## src/rtl/wb_scoreboard_if.sv

```systemverilog
// Expected-entry push channel and DUT writeback channel of the writeback scoreboard.
interface wb_scoreboard_if #(
    parameter int XLEN = 32
);
    logic            exp_valid;
    logic            exp_ready;
    logic [4:0]      exp_rd;
    logic [XLEN-1:0] exp_data;
    logic            wb_valid;
    logic [4:0]      wb_rd;
    logic [XLEN-1:0] wb_data;

    modport master (
        output exp_valid, exp_rd, exp_data, wb_valid, wb_rd, wb_data,
        input  exp_ready
    );

    modport slave (
        input  exp_valid, exp_rd, exp_data, wb_valid, wb_rd, wb_data,
        output exp_ready
    );
endinterface

```

## src/rtl/wb_scoreboard.sv

```systemverilog
// In-order writeback scoreboard: queued {rd,data} expectations are checked against regfile writes.
// Optional feature: define WB_SB_TIMEOUT_EN to add a RUN-state inactivity timeout.
module wb_scoreboard #(
    parameter int XLEN  = 32,
    parameter int DEPTH = 16,
    parameter int CNT_W = 16
`ifdef WB_SB_TIMEOUT_EN
    ,
    parameter int TIMEOUT = 64
`endif
) (
    input  logic               clk,
    input  logic               rst,
    input  logic               clr,
    input  logic               arm,
    wb_scoreboard_if.slave     bus,
    output logic               mismatch,
    output logic               done,
    output logic               pass,
    output logic [CNT_W-1:0]   match_count,
    output logic [CNT_W-1:0]   err_count,
    output logic [4:0]         last_bad_rd,
    output logic [XLEN-1:0]    last_bad_data
`ifdef WB_SB_TIMEOUT_EN
    ,
    output logic               timeout
`endif
);
    localparam int AW = $clog2(DEPTH);
    localparam int PW = AW + 1;
    localparam int EW = 5 + XLEN;

    typedef enum logic [1:0] {IDLE, RUN, DONE} state_t;

    state_t          state, state_n;
    logic [EW-1:0]   mem [DEPTH];
    logic [PW-1:0]   wptr, rptr, wptr_n, rptr_n;
    logic            ready_q, ready_n, full_n, empty;
    logic            qual, push, pop, hit, fail, to_fire;

    function automatic logic [CNT_W-1:0] sat_inc(input logic [CNT_W-1:0] c);
        return (&c) ? c : c + CNT_W'(1);
    endfunction

    assign qual  = bus.wb_valid && (bus.wb_rd != 5'd0);
    assign push  = bus.exp_valid && ready_q;
    assign empty = (wptr == rptr);
    assign pop   = (state == RUN) && qual;
    assign hit   = (mem[rptr[AW-1:0]] == {bus.wb_rd, bus.wb_data});
    assign fail  = qual && (((state == RUN) && !hit) || (state == DONE));

    assign bus.exp_ready = ready_q;
    assign done          = (state == DONE);
    assign pass          = done && (err_count == '0);

`ifdef WB_SB_TIMEOUT_EN
    localparam int TW = $clog2(TIMEOUT + 1);
    logic [TW-1:0] tcnt;
    assign to_fire = (state == RUN) && !qual && (tcnt == TW'(TIMEOUT - 1));
`else
    assign to_fire = 1'b0;
`endif

    always_comb begin
        wptr_n  = wptr + PW'(push);
        rptr_n  = rptr + PW'(pop);
        state_n = state;
        case (state)
            IDLE:    if (arm) state_n = empty ? DONE : RUN;
            // Head is popped this cycle; DONE is visible once the last pop has landed.
            RUN:     if (to_fire || (pop && (rptr_n == wptr))) state_n = DONE;
            default: state_n = state;
        endcase
        if (clr) begin
            wptr_n  = '0;
            rptr_n  = '0;
            state_n = IDLE;
        end
        full_n  = (wptr_n[AW] != rptr_n[AW]) && (wptr_n[AW-1:0] == rptr_n[AW-1:0]);
        ready_n = (state_n == IDLE) && !full_n;
    end

    always_ff @(posedge clk) begin
        if (push && !clr) mem[wptr[AW-1:0]] <= {bus.exp_rd, bus.exp_data};
    end

    always_ff @(posedge clk or negedge rst) begin
        if (!rst) begin
            state         <= IDLE;
            wptr          <= '0;
            rptr          <= '0;
            ready_q       <= 1'b0;
            mismatch      <= 1'b0;
            match_count   <= '0;
            err_count     <= '0;
            last_bad_rd   <= '0;
            last_bad_data <= '0;
`ifdef WB_SB_TIMEOUT_EN
            tcnt          <= '0;
            timeout       <= 1'b0;
`endif
        end else begin
            state   <= state_n;
            wptr    <= wptr_n;
            rptr    <= rptr_n;
            ready_q <= ready_n;
            if (clr) begin
                mismatch      <= 1'b0;
                match_count   <= '0;
                err_count     <= '0;
                last_bad_rd   <= '0;
                last_bad_data <= '0;
            end else begin
                mismatch <= fail;
                if (pop && hit) match_count <= sat_inc(match_count);
                if (fail || to_fire) err_count <= sat_inc(err_count);
                if (fail) begin
                    last_bad_rd   <= bus.wb_rd;
                    last_bad_data <= bus.wb_data;
                end
            end
`ifdef WB_SB_TIMEOUT_EN
            if (clr || (state != RUN) || qual) tcnt <= '0;
            else if (!to_fire)                 tcnt <= tcnt + TW'(1);
            if (clr)          timeout <= 1'b0;
            else if (to_fire) timeout <= 1'b1;
`endif
        end
    end
endmodule

```

## src/flat_wrapper.sv

```systemverilog
// flat-port wrapper written by rule: the top's interface ports become plain ports
module wb_scoreboard_flat 
#(
    parameter int XLEN  = 32,
    parameter int DEPTH = 16,
    parameter int CNT_W = 16

)
  (clk, rst, clr, arm, mismatch, done, pass, match_count, err_count, last_bad_rd, last_bad_data, bus_exp_valid, bus_exp_rd, bus_exp_data, bus_wb_valid, bus_wb_rd, bus_wb_data, bus_exp_ready);
  wb_scoreboard_if #(.XLEN(XLEN)) bus_i ();
  input  logic clk;
  input  logic rst;
  input  logic clr;
  input  logic arm;
  output logic mismatch;
  output logic done;
  output logic pass;
  output logic [CNT_W-1:0] match_count;
  output logic [CNT_W-1:0] err_count;
  output logic [4:0] last_bad_rd;
  output logic [XLEN-1:0] last_bad_data;
  input wire logic [$bits(bus_i.exp_valid)-1:0] bus_exp_valid;
  input wire logic [$bits(bus_i.exp_rd)-1:0] bus_exp_rd;
  input wire logic [$bits(bus_i.exp_data)-1:0] bus_exp_data;
  input wire logic [$bits(bus_i.wb_valid)-1:0] bus_wb_valid;
  input wire logic [$bits(bus_i.wb_rd)-1:0] bus_wb_rd;
  input wire logic [$bits(bus_i.wb_data)-1:0] bus_wb_data;
  output wire logic [$bits(bus_i.exp_ready)-1:0] bus_exp_ready;
  assign bus_i.exp_valid = bus_exp_valid;
  assign bus_i.exp_rd = bus_exp_rd;
  assign bus_i.exp_data = bus_exp_data;
  assign bus_i.wb_valid = bus_wb_valid;
  assign bus_i.wb_rd = bus_wb_rd;
  assign bus_i.wb_data = bus_wb_data;
  assign bus_exp_ready = bus_i.exp_ready;
  wb_scoreboard #(.XLEN(XLEN), .DEPTH(DEPTH), .CNT_W(CNT_W)) u_core (.clk(clk), .rst(rst), .clr(clr), .arm(arm), .bus(bus_i), .mismatch(mismatch), .done(done), .pass(pass), .match_count(match_count), .err_count(err_count), .last_bad_rd(last_bad_rd), .last_bad_data(last_bad_data));
endmodule
```

## config.mk

```make
export PLATFORM = sky130hd
export DESIGN_NAME = wb_scoreboard_flat
export DESIGN_NICKNAME = d
export VERILOG_FILES = /design/src/rtl/wb_scoreboard_if.sv /design/src/rtl/wb_scoreboard.sv /design/src/flat_wrapper.sv
export SDC_FILE = /design/constraint.sdc
export NUM_CORES = 1
export LEC_CHECK = 0
export CELL_PAD_IN_SITES_DETAIL_PLACEMENT = 1
export CELL_PAD_IN_SITES_GLOBAL_PLACEMENT = 1
export CORE_ASPECT_RATIO = 0.8
export CORE_MARGIN = 4
export CORE_UTILIZATION = 25
export DETAILED_ROUTE_END_ITERATION = 10
export DONT_BUFFER_PORTS = 1
export PLACE_DENSITY_LB_ADDON = 0.1
export SYNTH_ARGS = -nofsm -noshare
export SYNTH_HDL_FRONTEND = slang
export SYNTH_SLANG_ARGS = --single-unit
```

## constraint.sdc

```tcl
create_clock -name clk -period 7.1 [get_ports clk]
set_input_delay 0.71 -clock clk [delete_from_list [all_inputs] [get_ports clk]]
set_output_delay 0.71 -clock clk [all_outputs]
set_load 0.05 [all_outputs]
```

==> impl_metrics.env, run 1 <==
export IMPL_status="completed"
export IMPL_holdPathStages=1
export IMPL_worst_pin_slew_ps=950
export IMPL_synth_area_mux_share_pct=14.7
export IMPL_synth_ff_type="edfxtp_1"
export IMPL_hold_violations=0
export IMPL_ys_async_sr_fraction_pct=12.3
export IMPL_synth_nets=1557
export IMPL_place_inst=2862
export IMPL_maxSlewHeadroom_pct=36.7
export IMPL_overflow=0
export IMPL_syn_cell_area_mm2=0.0273
export IMPL_required_ps=7620
export IMPL_nets=1601
export IMPL_reg2reg_slack_ps=1800
export IMPL_vias_per_cell=4.70
export IMPL_clockRootBuffer="clkbuf_16"
export IMPL_finClkSkew_ps=24.4
export IMPL_yosys_area_share_simple_pct=5.01
export IMPL_critPathLaunchType="register"
export IMPL_avgSynthCellArea_um2=18.6
export IMPL_fin_ws_ps=1800
export IMPL_num_vias=14100
export IMPL_ir_drop_uv=151
export IMPL_synth_compound_area_share_pct=3.33
export IMPL_detail_route_wl_per_cell_um=28.9
export IMPL_fmax_mhz=189
export IMPL_synth_top_family_by_area="multiplexers"
export IMPL_synth_xor_area_share_pct=2.21
export IMPL_grt_setup_unrepaired="false"
export IMPL_fill_cells=11000
export IMPL_cts_buffer_depth=3
export IMPL_rows=108
export IMPL_hold_class="input pin to register"
export IMPL_yosysWarningCount=0
export IMPL_postRouteAntennaNets=0
export IMPL_maxCapViolCount=0
export IMPL_crit_type="register to register"
export IMPL_setup_violations=0
export IMPL_portBuffers=0
export IMPL_power_density_mw_per_mm2=285
export IMPL_place_gp_congestion=0.696
export IMPL_firstDrtPassIters=5
export IMPL_regArea_mm2=0.0199
export IMPL_finalCriticalPeriod_ps=5300
export IMPL_core_area_mm2=0.109
export IMPL_synth_edff_count=592
export IMPL_cp_arrival_ps=5820
export IMPL_die_h_um=304
export IMPL_finalSetupTns_ps=0
export IMPL_yosysSeqAreaShare_pct=72.6
export IMPL_drive_gt1_share_pct=20.2
export IMPL_clk_pin_slew_ps=60
export IMPL_start_util_pct=25.2
export IMPL_numCtsBuffers=78
export IMPL_cts_sinks=675
export IMPL_die_w_um=378
export IMPL_track_usage_pct=15.1
export IMPL_regToRegStartpoint="u_core.rptr[3]$_DFF_PN0_"
export IMPL_hp_start="clr"
export IMPL_antenna_found_initial=4
export IMPL_min_to="u_core.last_bad_data[2]$_DFFE_PN0P_"
export IMPL_layoutNonFillerInstCount=3006
export IMPL_wirelength_um=86900
export IMPL_slew_violations=0
export IMPL_die_area_mm2=0.115
export IMPL_synthAdderAreaFrac_pct=0.320
export IMPL_boundaryPins=153
export IMPL_pre_cts_slack_ps=1700
export IMPL_grt_pass1_wl_um=122000
export IMPL_grt_pass1_vias=15200
export IMPL_clock_latency_ps=640
export IMPL_multi_input_area_mm2=0.00711
export IMPL_dp_hpwl_um=50400
export IMPL_power_total_mw=9.03
export IMPL_p_leak_nw=10.2
export IMPL_reg2reg_depth=13
export IMPL_path_max_fanout=28
export IMPL_h_tree_depth=3
export IMPL_first_iter_violations=964
export IMPL_r2r_end="u_core.last_bad_data[31]$_DFFE_PN0P_"
export IMPL_end_kind="register"
export IMPL_ys_ff_latch=675
export IMPL_area_growth_syn_to_layout_pct=16.0
export IMPL_drc=0
export IMPL_post_cts_resized=0
export IMPL_cts_tree="yes"
export IMPL_min_period_over_period_pct=74.7
export IMPL_ys_types=61
export IMPL_grt_max_degree=85
export IMPL_syn_inst=1470
[cell usage in the layout, fill, tap and decap left out, drive strengths merged, types with 31 or more instances in the layout]
| master | Yosys | routed |
|---|---|---|
| clkbuf | 34 | 112 |
| xnor2 | 38 | 38 |
| dfrtp | 83 | 83 |
| xor2 | 31 | 31 |
| buf | 43 | 40 |
| nor2 | 81 | 81 |
| mux4 | 123 | 123 |
| mux2i | 111 | 111 |
| edfxtp | 592 | 592 |
| nand2 | 35 | 35 |
[flip-flops by register name, summed over array words and instances, names as in the netlist]
register	count
u_core.wptr	5
u_core.mismatch	1
u_core.match_count	16
u_core.last_bad_data	32
u_core.rptr	5
u_core.bus.exp_ready	1
u_core.last_bad_rd	5
u_core.err_count	16
u_core.mem	592
u_core.state	2
[area by class of cell]
cell class,count,share of cell area [%]
Timing Repair Buffer,41,1.28
Antenna cell,1,0.00789
Clock inverter,29,0.907
Sequential cell,675,62.6
Multi-Input combinational cell,708,22.4
Tap cell,1430,5.64
Inverter,10,0.118
Clock buffer,112,6.98
[how the worst max path moves through the flow]
stage	start	end	slack [ps]	cells after the start
finish	u_core.rptr[3]$_DFF_PN0_	u_core.last_bad_data[31]$_DFFE_PN0P_	1800	13
detailed placement	u_core.rptr[0]$_DFF_PN0_	u_core.last_bad_data[10]$_DFFE_PN0P_	1700	12
floorplan	clr	u_core.mem[3][0]$_DFFE_PP_	2650	5
global placement	u_core.rptr[0]$_DFF_PN0_	u_core.last_bad_data[19]$_DFFE_PN0P_	1750	12
CTS	u_core.rptr[0]$_DFF_PN0_	u_core.last_bad_data[17]$_DFFE_PN0P_	1680	12
global route	u_core.rptr[0]$_DFF_PN0_	u_core.last_bad_data[28]$_DFFE_PN0P_	1450	12
[cells in the mapped netlist (9+ instances only)]
cell type | n | area share [%]
nand4_1 | 13 | 0.30
a21oi_1 | 15 | 0.27
buf_6 | 17 | 0.70
mux4_2 | 123 | 10
mux2i_1 | 111 | 4.1
edfxtp_1 | 592 | 65
dfrtp_1 | 83 | 7.6
a22o_1 | 14 | 0.45
mux2_2 | 11 | 0.45
xor2_1 | 31 | 0.99
nor2b_1 | 14 | 0.32
buf_2 | 15 | 0.27
nand2_1 | 34 | 0.47
xnor2_1 | 38 | 1.2
nor2_1 | 81 | 1.1
clkbuf_1 | 34 | 0.47
nor3_1 | 18 | 0.33
and3_1 | 15 | 0.34
a22oi_1 | 22 | 0.60
nand3_1 | 24 | 0.44
nor4_1 | 15 | 0.34
o21ai_0 | 9 | 0.16
a221oi_1 | 13 | 0.42
[power by group]
group	switching, mW	leakage (nW)	internal [mW]
clock network	1.65	1.23	2.35
registers	0.142	6.46	4.39
logic	0.286	2.55	0.215
[repair_timing]
action,CTS,global route
setup buffers,0,0
hold buffers,2,0
hold endpoints to repair,83,0
endpoints found under the setup margin,0,0
[worst max-delay path, stage by stage, from the launching register on]
cell and delay, ps:
dfrtp_2 980, buf_4 310, nor2_1 130, buf_4 260
a22o_1 270, a221oi_1 340, xor2_1 210, nand4_1 290
a2111oi_0 600, and3_1 640, o22a_4 550, buf_12 250
mux2i_1 210, nor2_1 60
[metal layers]
metal | vias up | track usage, % | part of all wire, %
met4 | 4 | 2.93 | 1.6
met2 | 281 | 23.4 | 46
met1 | 7701 | 21.2 | 47
li1 | 6033 | - | -
met5 | - | 0 | 0.031
met3 | 96 | 4.30 | 5.8
[cell families (layout without fill, tap and decap cells)]
kind of cell    Yosys count  after routing
other cells               0              1
flops                   675            675
mux                     246            246
compound gates          120            120
buf+inv                  87            192
fa+ha+maj                 7              7
simple gates            266            266
xor+xnor                 69             69
[through the flow]
step / util (%) / hold WS [ps] / area (um^2)
global placement: 26.9 / 422 / 29200
finish: 29.2 / 143 / 31700
global route: 29.2 / 97.3 / 31700
CTS: 29.2 / 95.1 / 31700
floorplan: - / 414 / 27300
detailed placement: 26.9 / 420 / 29200
Power figures use the tool's default switching activity.
==> run 2: changes to the inputs <==
Clock period 7.1 ns to 5.5 ns, I/O delays scaled along.
==> run 2 against run 1 <==
Fmax down 0.38%. Routed wire length up 0.53%. Hold slack worse by 63 ps. Critical path depth down 1. Critical path type unchanged. Largest power group unchanged. Highest routed layer unchanged.
==> impl_metrics.env, run 2 (same netlist as run 1, synthesis figures left out) <==
export IMPL_finClkSkew_ps=19.1
export IMPL_start_util_pct=25.2
export IMPL_cts_sinks=675
export IMPL_maxSlewHeadroom_pct=18.9
export IMPL_final_common_cell="edfxtp_1"
export IMPL_path_buf_inv=3
export IMPL_slowest_stage="a2111oi_0"
export IMPL_ir_drop_uv=212
export IMPL_die_area_mm2=0.115
export IMPL_postRouteAntennaNets=0
export IMPL_cts_tree="yes"
export IMPL_fin_util_pct=30.0
export IMPL_first_iter_violations=1072
export IMPL_setup_violations=0
export IMPL_worstPathCellList="buf_12 -> buf_4 -> mux4_2 -> mux4_2 -> xnor2_1 -> nand4_1 -> a2111oi_0 -> buf_4 -> and3_1 -> nand2_4 -> or4_1 -> a21oi_1"
export IMPL_num_vias=14300
export IMPL_hold_class="input pin to register"
export IMPL_antenna_found_initial=8
export IMPL_power_density_mw_per_mm2=366
export IMPL_rows=108
export IMPL_status="completed"
export IMPL_finalSetupTns_ps=0
export IMPL_h_tree_depth=3
export IMPL_track_usage_pct=15.2
export IMPL_drive_gt1_share_pct=21.3
export IMPL_die_h_um=304
export IMPL_power_total_mw=11.9
export IMPL_grt_setup_unrepaired="false"
export IMPL_clock_latency_ps=630
export IMPL_fill_cells=11000
export IMPL_worst_pin_slew_ps=1210
export IMPL_cts_buffer_depth=3
export IMPL_finalCriticalPeriod_ps=5320
export IMPL_die_w_um=378
export IMPL_core_area_mm2=0.109
export IMPL_grt_pass1_vias=15500
export IMPL_place_inst=2891
export IMPL_end_kind="register"
export IMPL_path_max_fanout=33
export IMPL_slew_violations=0
export IMPL_pre_cts_slack_ps=216
export IMPL_hold_ws_ps=80.4
export IMPL_portBuffers=0
export IMPL_crit_type="register to register"
export IMPL_maxCapViolCount=0
export IMPL_cp_arrival_ps=5860
export IMPL_fmax_mhz=188
export IMPL_wirelength_um=87300
export IMPL_overflow=0
export IMPL_grt_max_degree=84
export IMPL_required_ps=6030
export IMPL_detail_route_wl_per_cell_um=28.3
export IMPL_dp_hpwl_um=53300
export IMPL_largest_reg_flops=592
export IMPL_p_leak_nw=10.7
export IMPL_cp_top_family="simple AND/OR/NAND/NOR gates"
export IMPL_clockRootBuffer="clkbuf_16"
export IMPL_layoutNonFillerInstCount=3085
export IMPL_boundaryPins=153
export IMPL_final_area_mm2=0.0326
export IMPL_numCtsBuffers=80
export IMPL_dpl_cell_area_mm2=0.0295
export IMPL_hold_violations=0
export IMPL_clk_pin_slew_ps=60
export IMPL_firstDrtPassIters=5
export IMPL_critPathLaunchType="register"
export IMPL_area_growth_syn_to_layout_pct=19.1
export IMPL_grt_pass1_wl_um=124000
export IMPL_drc=0
export IMPL_fin_ws_ps=178
export IMPL_nets=1671
export IMPL_vias_per_cell=4.64
export IMPL_final_cell_mix="edfxtp_1, mux4_2, mux2i_1, clkbuf_16, dfrtp_1"
export IMPL_min_period_over_period_pct=96.8
export IMPL_place_gp_congestion=0.716
export IMPL_cpPeakStageDelay_ps=1000
==> run 2: changes by cell type in the layout (fill, tap and decap cells not counted), moves of 5 or more <==
cell	previous run	this run
buf_12	6	12
clkbuf_16	80	85
diode_2	1	6
buf_4	33	56
dlygate4sd3_1	1	39
clkinv_1	7	13
==> run 2: worst reg2reg max path, stage by stage, from the launching register on <==
cell and delay [ps]:
dfrtp_4 790, buf_12 350, buf_4 250, mux4_2 310, mux4_2 490, xnor2_1 210
nand4_1 270, a2111oi_0 1000, buf_4 240, and3_1 400, nand2_4 200, or4_1 550
a21oi_1 170
==> run 2: per-layer routing <==
layer	up-vias	routed length, um	track usage, %
met3	115	4740	3.71
li1	6183	-	-
met5	-	23	0
met1	7717	41500	21.7
met4	4	1830	3.42
met2	303	39200	23.3
==> run 2: report_power, final <==
group	internal (mW)	switching (mW)	leakage [nW]
Sequential	5.66	0.177	6.46
Combinational	0.315	0.456	2.90
Clock	3.20	2.11	1.29
Total	9.18	2.75	10.7
==> run 2: final cells by class <==
cell class	instances	area [um^2]	area share, %
clock buffers	115	2350	7.22
multi-input cells	708	7110	21.9
clock inverters	32	283	0.868
diodes	6	15.0	0.0461
repair buffers	109	1110	3.40
flip-flops and latches	675	19900	61.0
inverters	10	37.5	0.115
well taps	1430	1790	5.50
==> run 2: final timing paths <==
path / startpoint / to / slack, ps / depth (start not counted)
worst max-delay path: u_core.rptr[1]$_DFF_PN0_ / u_core.match_count[7]$_DFFE_PN0P_ / 180 / 12
worst max register to register: u_core.rptr[1]$_DFF_PN0_ / u_core.match_count[7]$_DFFE_PN0P_ / 180 / 12
worst min-delay path: bus_wb_rd[1] / u_core.last_bad_rd[1]$_DFFE_PN0P_ / 80 / 2
min in group asynchronous: rst / u_core.last_bad_data[31]$_DFFE_PN0P_ / 520 / 2
worst min register to register: u_core.state[1]$_DFF_PN0_ / u_core.state[1]$_DFF_PN0_ / 630 / 2
max in group asynchronous: rst / u_core.last_bad_data[24]$_DFFE_PN0P_ / 4430 / 2
==> run 2: timing repair <==
action / CTS / global route
setup buffers: 0 / 0
endpoints found under the hold margin: 743 / 0
hold buffers: 41 / 0
resized for setup: 0 / 0
